==> src/rtl/bird_physics.sv <==
// Per-frame vertical motion engine for the bird: integrates gravity and flap
// impulses on each frame tick and runs the IDLE/FLYING/DEAD game state.
module bird_physics #(
  parameter int Y_START  = 240,
  parameter int GRAVITY  = 1,
  parameter int FLAP_VEL = -6,
  parameter int MAX_FALL = 7,
  parameter int Y_TOP    = 6,
  parameter int Y_BOTTOM = 474
) (
  input  logic        clock,
  input  logic        reset,
  input  logic        frame_tick,
  input  logic        flap,
  input  logic        hit_pipe,
  output logic [31:0] bird_y,
  output logic [7:0]  bird_vel,
  output logic        playing,
  output logic        game_over
);

  localparam logic [1:0] ST_IDLE   = 2'd0;
  localparam logic [1:0] ST_FLYING = 2'd1;
  localparam logic [1:0] ST_DEAD   = 2'd2;

  localparam logic        [9:0]  Y_START10  = 10'(Y_START);
  localparam logic        [9:0]  Y_TOP10    = 10'(Y_TOP);
  localparam logic        [9:0]  Y_BOTTOM10 = 10'(Y_BOTTOM);
  localparam logic signed [11:0] Y_TOP12    = 12'(Y_TOP);
  localparam logic signed [11:0] Y_BOTTOM12 = 12'(Y_BOTTOM);
  localparam logic signed [11:0] GRAV12     = 12'(GRAVITY);
  localparam logic signed [11:0] MAXF12     = 12'(MAX_FALL);
  localparam logic signed [7:0]  MAXF8      = 8'(MAX_FALL);
  localparam logic signed [7:0]  FLAP8      = 8'(FLAP_VEL);

  logic [1:0]         state_q, state_d;
  logic [9:0]         y_q, y_d;
  logic signed [7:0]  vel_q, vel_d;
  logic               flap_prev_q;
  logic               flap_pending_q, flap_pending_d;

  logic               flap_edge;
  logic               flap_eff;
  logic signed [11:0] vel_grav;
  logic signed [7:0]  vel_sel;
  logic signed [11:0] y_sum;
  logic [9:0]         move_y;
  logic signed [7:0]  move_vel;
  logic               move_dead;

  // An edge in the tick cycle itself counts; pending collapses many edges into one flap.
  always_comb begin
    flap_edge      = flap & ~flap_prev_q;
    flap_eff       = flap_pending_q | flap_edge;
    flap_pending_d = frame_tick ? 1'b0 : (flap_pending_q | flap_edge);
  end

  // Candidate motion for this tick, clamped to the ceiling and the ground.
  always_comb begin
    vel_grav  = {{4{vel_q[7]}}, vel_q} + GRAV12;
    vel_sel   = flap_eff ? FLAP8 : ((vel_grav > MAXF12) ? MAXF8 : vel_grav[7:0]);
    y_sum     = $signed({2'b00, y_q}) + {{4{vel_sel[7]}}, vel_sel};
    move_y    = y_sum[9:0];
    move_vel  = vel_sel;
    move_dead = 1'b0;
    if (y_sum <= Y_TOP12) begin
      move_y   = Y_TOP10;
      move_vel = '0;
    end else if (y_sum >= Y_BOTTOM12) begin
      move_y    = Y_BOTTOM10;
      move_vel  = '0;
      move_dead = 1'b1;
    end
  end

  always_comb begin
    state_d = state_q;
    y_d     = y_q;
    vel_d   = vel_q;
    case (state_q)
      ST_IDLE: begin
        y_d   = Y_START10;
        vel_d = '0;
        if (frame_tick && flap_eff) begin
          state_d = move_dead ? ST_DEAD : ST_FLYING;
          y_d     = move_y;
          vel_d   = move_vel;
        end
      end
      ST_FLYING: begin
        // A pipe hit freezes the bird and wins over a coincident tick.
        if (hit_pipe) begin
          state_d = ST_DEAD;
        end else if (frame_tick) begin
          state_d = move_dead ? ST_DEAD : ST_FLYING;
          y_d     = move_y;
          vel_d   = move_vel;
        end
      end
      ST_DEAD: begin
        if (frame_tick && flap_eff) begin
          state_d = ST_IDLE;
          y_d     = Y_START10;
          vel_d   = '0;
        end
      end
      default: begin
        state_d = ST_IDLE;
        y_d     = Y_START10;
        vel_d   = '0;
      end
    endcase
  end

  // flap_prev resets high so a button held through reset does not flap.
  always_ff @(posedge clock or posedge reset) begin
    if (reset) begin
      state_q        <= ST_IDLE;
      y_q            <= Y_START10;
      vel_q          <= '0;
      flap_prev_q    <= 1'b1;
      flap_pending_q <= 1'b0;
    end else begin
      state_q        <= state_d;
      y_q            <= y_d;
      vel_q          <= vel_d;
      flap_prev_q    <= flap;
      flap_pending_q <= flap_pending_d;
    end
  end

  assign bird_y    = {22'd0, y_q};
  assign bird_vel  = vel_q;
  assign playing   = (state_q == ST_FLYING);
  assign game_over = (state_q == ST_DEAD);

endmodule

==> config.mk <==
export PLATFORM = sky130hd
export DESIGN_NAME = bird_physics
export DESIGN_NICKNAME = d
export VERILOG_FILES = /design/src/rtl/bird_physics.sv
export SDC_FILE = /design/constraint.sdc
export NUM_CORES = 1
export LEC_CHECK = 0
export ABC_AREA = 1
export BUFFER_PORTS_ARGS = -buffer_cell sky130_fd_sc_hd__buf_2
export CAP_MARGIN = 20
export CORE_ASPECT_RATIO = 1.1
export CORE_MARGIN = 2
export CORE_UTILIZATION = 60
export DETAILED_ROUTE_END_ITERATION = 16
export PLACE_DENSITY = 0.89
export SLEW_MARGIN = 20
export SYNTH_ARGS = -nofsm -noshare
export SYNTH_HDL_FRONTEND = slang
export SYNTH_SLANG_ARGS = --single-unit
==> constraint.sdc <==
create_clock -name clock -period 7.75 [get_ports clock]
set_clock_uncertainty 0.05 [all_clocks]
set_input_delay 0.775 -clock clock [delete_from_list [all_inputs] [get_ports clock]]
set_output_delay 0.775 -clock clock [all_outputs]
set_load 0.1 [all_outputs]
### Word-level counts from Yosys, hierarchy flattened

Index checks and enable logic that the tools add are counted.

* register bits: 22
* latch bits: 0
* memory bits (writable): 0
* ROM bits: 0
* bits of input ports: 5
* output and inout port bits: 42
* word-level logic and storage cells: 49
* memories kept: 0

* add/sub/neg operators: 2
* multipliers: 0
* div/mod/pow operators: 0
* $lt $le $gt $ge: 3
* equality and inequality tests: 7
* shift-type cells: 0
* muxes and demuxes: 25
* bitwise logic cells: 3
* reductions and logical operators: 4

Operators with widths (count)
* $mux W8: 8
* $mux W10: 6
* $pmux W10 S3: 1
* $pmux W8 S3: 1
* $add A11 B8 Y12: 1
* $ge A12 B10 Y1 const B: 1
* $le A12 B4 Y1 const B: 1
* $mux W2: 5
* $add A8 B2 Y9 const B: 1
* $gt A9 B4 Y1 const B: 1
* $ne A2 B2 Y1 const B: 3
* $pmux W2 S3: 1
* $reduce_and A3 Y1: 2
* $mux W1: 3
* $ne A3 B3 Y1 const B: 1
* $eq A2 B1 Y1 const B: 1
* $eq A2 B2 Y1 const B: 1
* $logic_not A2 Y1: 1
* $ne A2 B1 Y1 const B: 1
* $and A1 B1 Y1: 1
* $logic_and A1 B1 Y1: 1
* $not A1 Y1: 1
* $or A1 B1 Y1: 1

### Logic depth before layout (Yosys ltp)

* depth after elaboration: 12
* mapped depth: 29
* depth with buffers taken out: 29

### Least setup slack after synthesis

Ideal clock, no wire load.

* path type: register to register
* from: reg vel_q[0], in the netlist bird_vel[0]
* to: reg state_q[1]
* setup time: 0.121 ns
* arrival time: 3.888 ns
* data required time: 7.579 ns
* setup slack: 3.691 ns
* stages on the path, launching flop included: 26
* path buffers: 0
* period minus slack after synthesis: 4.059 ns
* cells stage by stage: dfrtp_1 > ha_1 > nand3_1 > xor2_1 > nand2_1 > nor3b_1 > nand2_1 > nand2_1 > a21oi_1 > ha_1 > inv_1 > fa_1 > inv_1 > nand3_1 > nand2_1 > nand2_1 > nand2_1 > nand2_1 > nand2_1 > inv_1 > nand2_1 > nor2_4 > o21ai_4 > o21ai_2 > nand3_1 > nand2_1

* cells in the longest elaborated chain, start to end: 12
* elaborated cells between the ends (all ways): 14
* classes of those cells: 2 x add/sub; 3 x order compare; 9 x mux

RTL lines
* start: declaration: RTL line 38 `logic signed [7:0] vel_q, vel_d;`
* start signal: assignment: RTL line 126 `vel_q <= vel_d;`
* $add A8 B2 Y9 *: RTL line 60 `vel_grav = {{4{vel_q[7]}}, vel_q} + GRAV12;`
* $gt A9 B4 Y1: RTL line 61 `vel_sel = flap_eff ? FLAP8 : ((vel_grav > MAXF12) ? MAXF8 : vel_grav[7:0]);`
* $mux W8 * (2 in a row): RTL line 61
* $add A11 B8 Y12 *: RTL line 62 `y_sum = $signed({2'b00, y_q}) + {{4{vel_sel[7]}}, vel_sel};`
* $ge A12 B10 Y1: RTL line 69 `end else if (y_sum >= Y_BOTTOM12) begin`
* $mux W1: RTL line 69
* $mux W1 *: RTL line 66 `if (y_sum <= Y_TOP12) begin`
* $mux W2 *: RTL line 85, 95
* $mux W2: RTL line 94 `end else if (frame_tick) begin`
* $mux W2: RTL line 92 `if (hit_pipe) begin`
* $pmux W2 S3 *: RTL line 80 `case (state_q)`
* end signal: assignment: RTL line 124 `state_q <= state_d;`
* end: declaration: RTL line 36 `logic [1:0] state_q, state_d;`

Every way passes the cells marked *; elsewhere a longest branch is shown, timed or not. The select of a mux whose other input is x is not followed.
A chain may end at the register's enable or synchronous reset.

### Worst setup path in the final report

Ends and elaborated chain as after synthesis.

==> flow_summary_export.csv <==
group,metric,value,unit
cells_and_area,register_area,557,sq um
floorplanning,die_y,69.5,um
worst_hold_path,hold_path_class,"reg -> reg",
routing,drt.antenna.violating_nets,0,
clock_network,clock_path_buffers,2,
grt,gr-total-overflow,0,
timing,fin_tns_setup,0,ps
setup_path,crit_path_start_kind,"flip-flop",
timing,rsz0062_at_grt,"no",
clock_network,cts_tree,"built",
setup_path,slowest_stage,"dfrtp_1",
grt,antenna_found_initial,0,
clock_network,clk_latency,260,ps
floorplanning,core,3680,sq um
logic_synthesis,yosysUniqueCellTypes,38,
timing,final_hold_viol_count,0,
logic_synthesis,ys_ff_latch,22,
grt,grt_first_pass_wirelength,8330,um
cells_and_area,nets,389,
routing,drt_iter0_drc,127,
logic_synthesis,synth_warnings,0,
logic_synthesis,synth_top_flop_cell,"dfrtp_1",
cells_and_area,layout_commonest_cell,"nand2_1",
timing,slew_headroom,0.457,
logic_synthesis,synth_edf_count,0,
floorplanning,initial_core_util,0.635,
setup_path,critPathMaxFanout,10,
clock_network,cts_buffers,3,
cells_and_area,mostFrequentLayoutCells,"nand2_1 (102), inv_1 (51), nor2_1 (26)",
floorplanning,row_count,23,
clock_network,clk_pin_slew,80,ps
placement,io_buffers,24,
cells_and_area,drive_gt1_frac,0.209,
setup_path,cp_slowest_stage_delay,470,ps
cells_and_area,multiInputGateArea,1440,sq um
grt,grt_use_total,0.232,
routing,num_vias,2144,
timing,fmaxAchievable,0.266,GHz
clock_network,post_cts_buffers,0,
setup_path,crit_path_frequent_cell,"nand2_1",
placement,dp.final_hpwl,4030,um
cells_and_area,nFillCells,357,
setup_path,crit_required,7860,ps
grt,grt_pass1_vias,1893,
flow_run,drv_cap,0,
logic_synthesis,async_reset_ff_frac,1.00,
routing,routed_wl,4930,um
worst_hold_path,min_path_cells,2,
routing,dr.pass1.iters,4,
grt,grt_max_degree,23,
logic_synthesis,ys_seq_area_frac,0.238,
clock_network,cts_resized,0,
floorplanning,num_io_pins,47,
setup_path,critPathCaptureType,"flip-flop",
run_status,status,"complete, no violations",
setup_path,ff2ff_path_depth,26,
clock_network,cts.htree.levels,1,
clock_network,cts-root-buf,"clkbuf_8",
cells_and_area,area_growth,4.76,%
logic_synthesis,avgSynthCellArea,6.78,sq um
setup_path,crit_type,"reg -> reg",
timing,min_period,3760,ps
clock_network,postCtsHoldBufs,0,
timing,worst_pin_slew,813,ps
placement,routabilityCongestion,0.934,
clock_network,cts.sink_count,22,
routing,vias_per_cell,5.13,
setup_path,crit_arrival,3860,ps
floorplanning,die-area,4410,sq um
routing,drc_errors,0,
floorplanning,chipWidth,63.5,um
cells_and_area,antennaDiodeCount,0,
logic_synthesis,synth.cell_area,2340,sq um
timing,period_share,0.485,
logic_synthesis,synth_cells,345,
timing,setup_violations,0,
routing,wl_per_cell,11.8,um
timing,maxSlewViolCount,0,
-- metal layers --
metal	up-vias	GRT usage	share of wire
met5	-	0	0
met4	0	0.0628	0.020
met3	13	0.0308	0.055
met2	74	0.407	0.49
met1	986	0.296	0.43
li1	1071	-	-
-- synthesized netlist by cell type, types with 5 or more instances --
master,number,area share
nand3_1,17,0.036
dfstp_2,5,0.056
nand2_1,102,0.16
nand2_2,10,0.027
nand2_4,6,0.029
ha_1,14,0.075
inv_1,51,0.082
nor2_1,26,0.042
inv_2,6,0.0096
buf_4,22,0.071
nand4_1,13,0.035
dfrtp_1,17,0.18
a21oi_1,10,0.021
nor2_4,5,0.024
-- state kept, by name, indices dropped and copies added (netlist names) --
register,count
flap_pending_q,1
state_q,2
y_q,10
bird_vel,8
flap_prev_q,1
-- critical path, delay by kind of cell (launching register included) --
kind,cells,cell delay [ps]
flip-flops,1,470
buffers and inverters,4,310
AO/OA/AOI/OAI,3,600
AND/OR/NAND/NOR,16,1200
adder cells (fa/ha/maj),3,1010
-- cell type report --
class,count,area share
clock buffers,4,0.0184
repair buffers,24,0.0490
inverters,59,0.0909
multi-input cells,259,0.589
flip-flops and latches,22,0.227
well taps,50,0.0255
-- cells by family after synthesis --
kind of cell | Yosys count | synth area share
other | 1 | 0.00160
buffers and inverters | 85 | 0.179
XOR/XNOR | 5 | 0.0187
adder cells (fa/ha/maj) | 15 | 0.0835
AND/OR/NAND/NOR | 193 | 0.411
flip-flops | 22 | 0.238
AO/OA/AOI/OAI | 24 | 0.0685
-- metrics by stage --
step	setup slack (ps)	hold slack, ps	utilization	instance area (sq um)	instances
finish	3990	479	0.665	2450	418
CTS	4020	484	0.665	2450	418
global route	3600	508	0.665	2450	418
floorplan	3690	471	-	2420	366
detailed placement	4050	468	0.653	2400	414
global placement	4190	453	0.653	2400	414
-- path summary, 6_finish.rpt --
kind	startpoint	end	slack, ps
hold reg to reg	y_q[6]	y_q[6]	480
hold / removal	y_q[6]	y_q[6]	480
max in group asynchronous	reset	bird_vel[4]	6540
setup / recovery	bird_vel[0]	state_q[1]	3990
min in group asynchronous	reset	flap_pending_q	600
setup reg to reg	bird_vel[0]	state_q[1]	3990
Power is not shown: default switching activity piles up to over one toggle a cycle in this logic, so the estimate is an artifact.
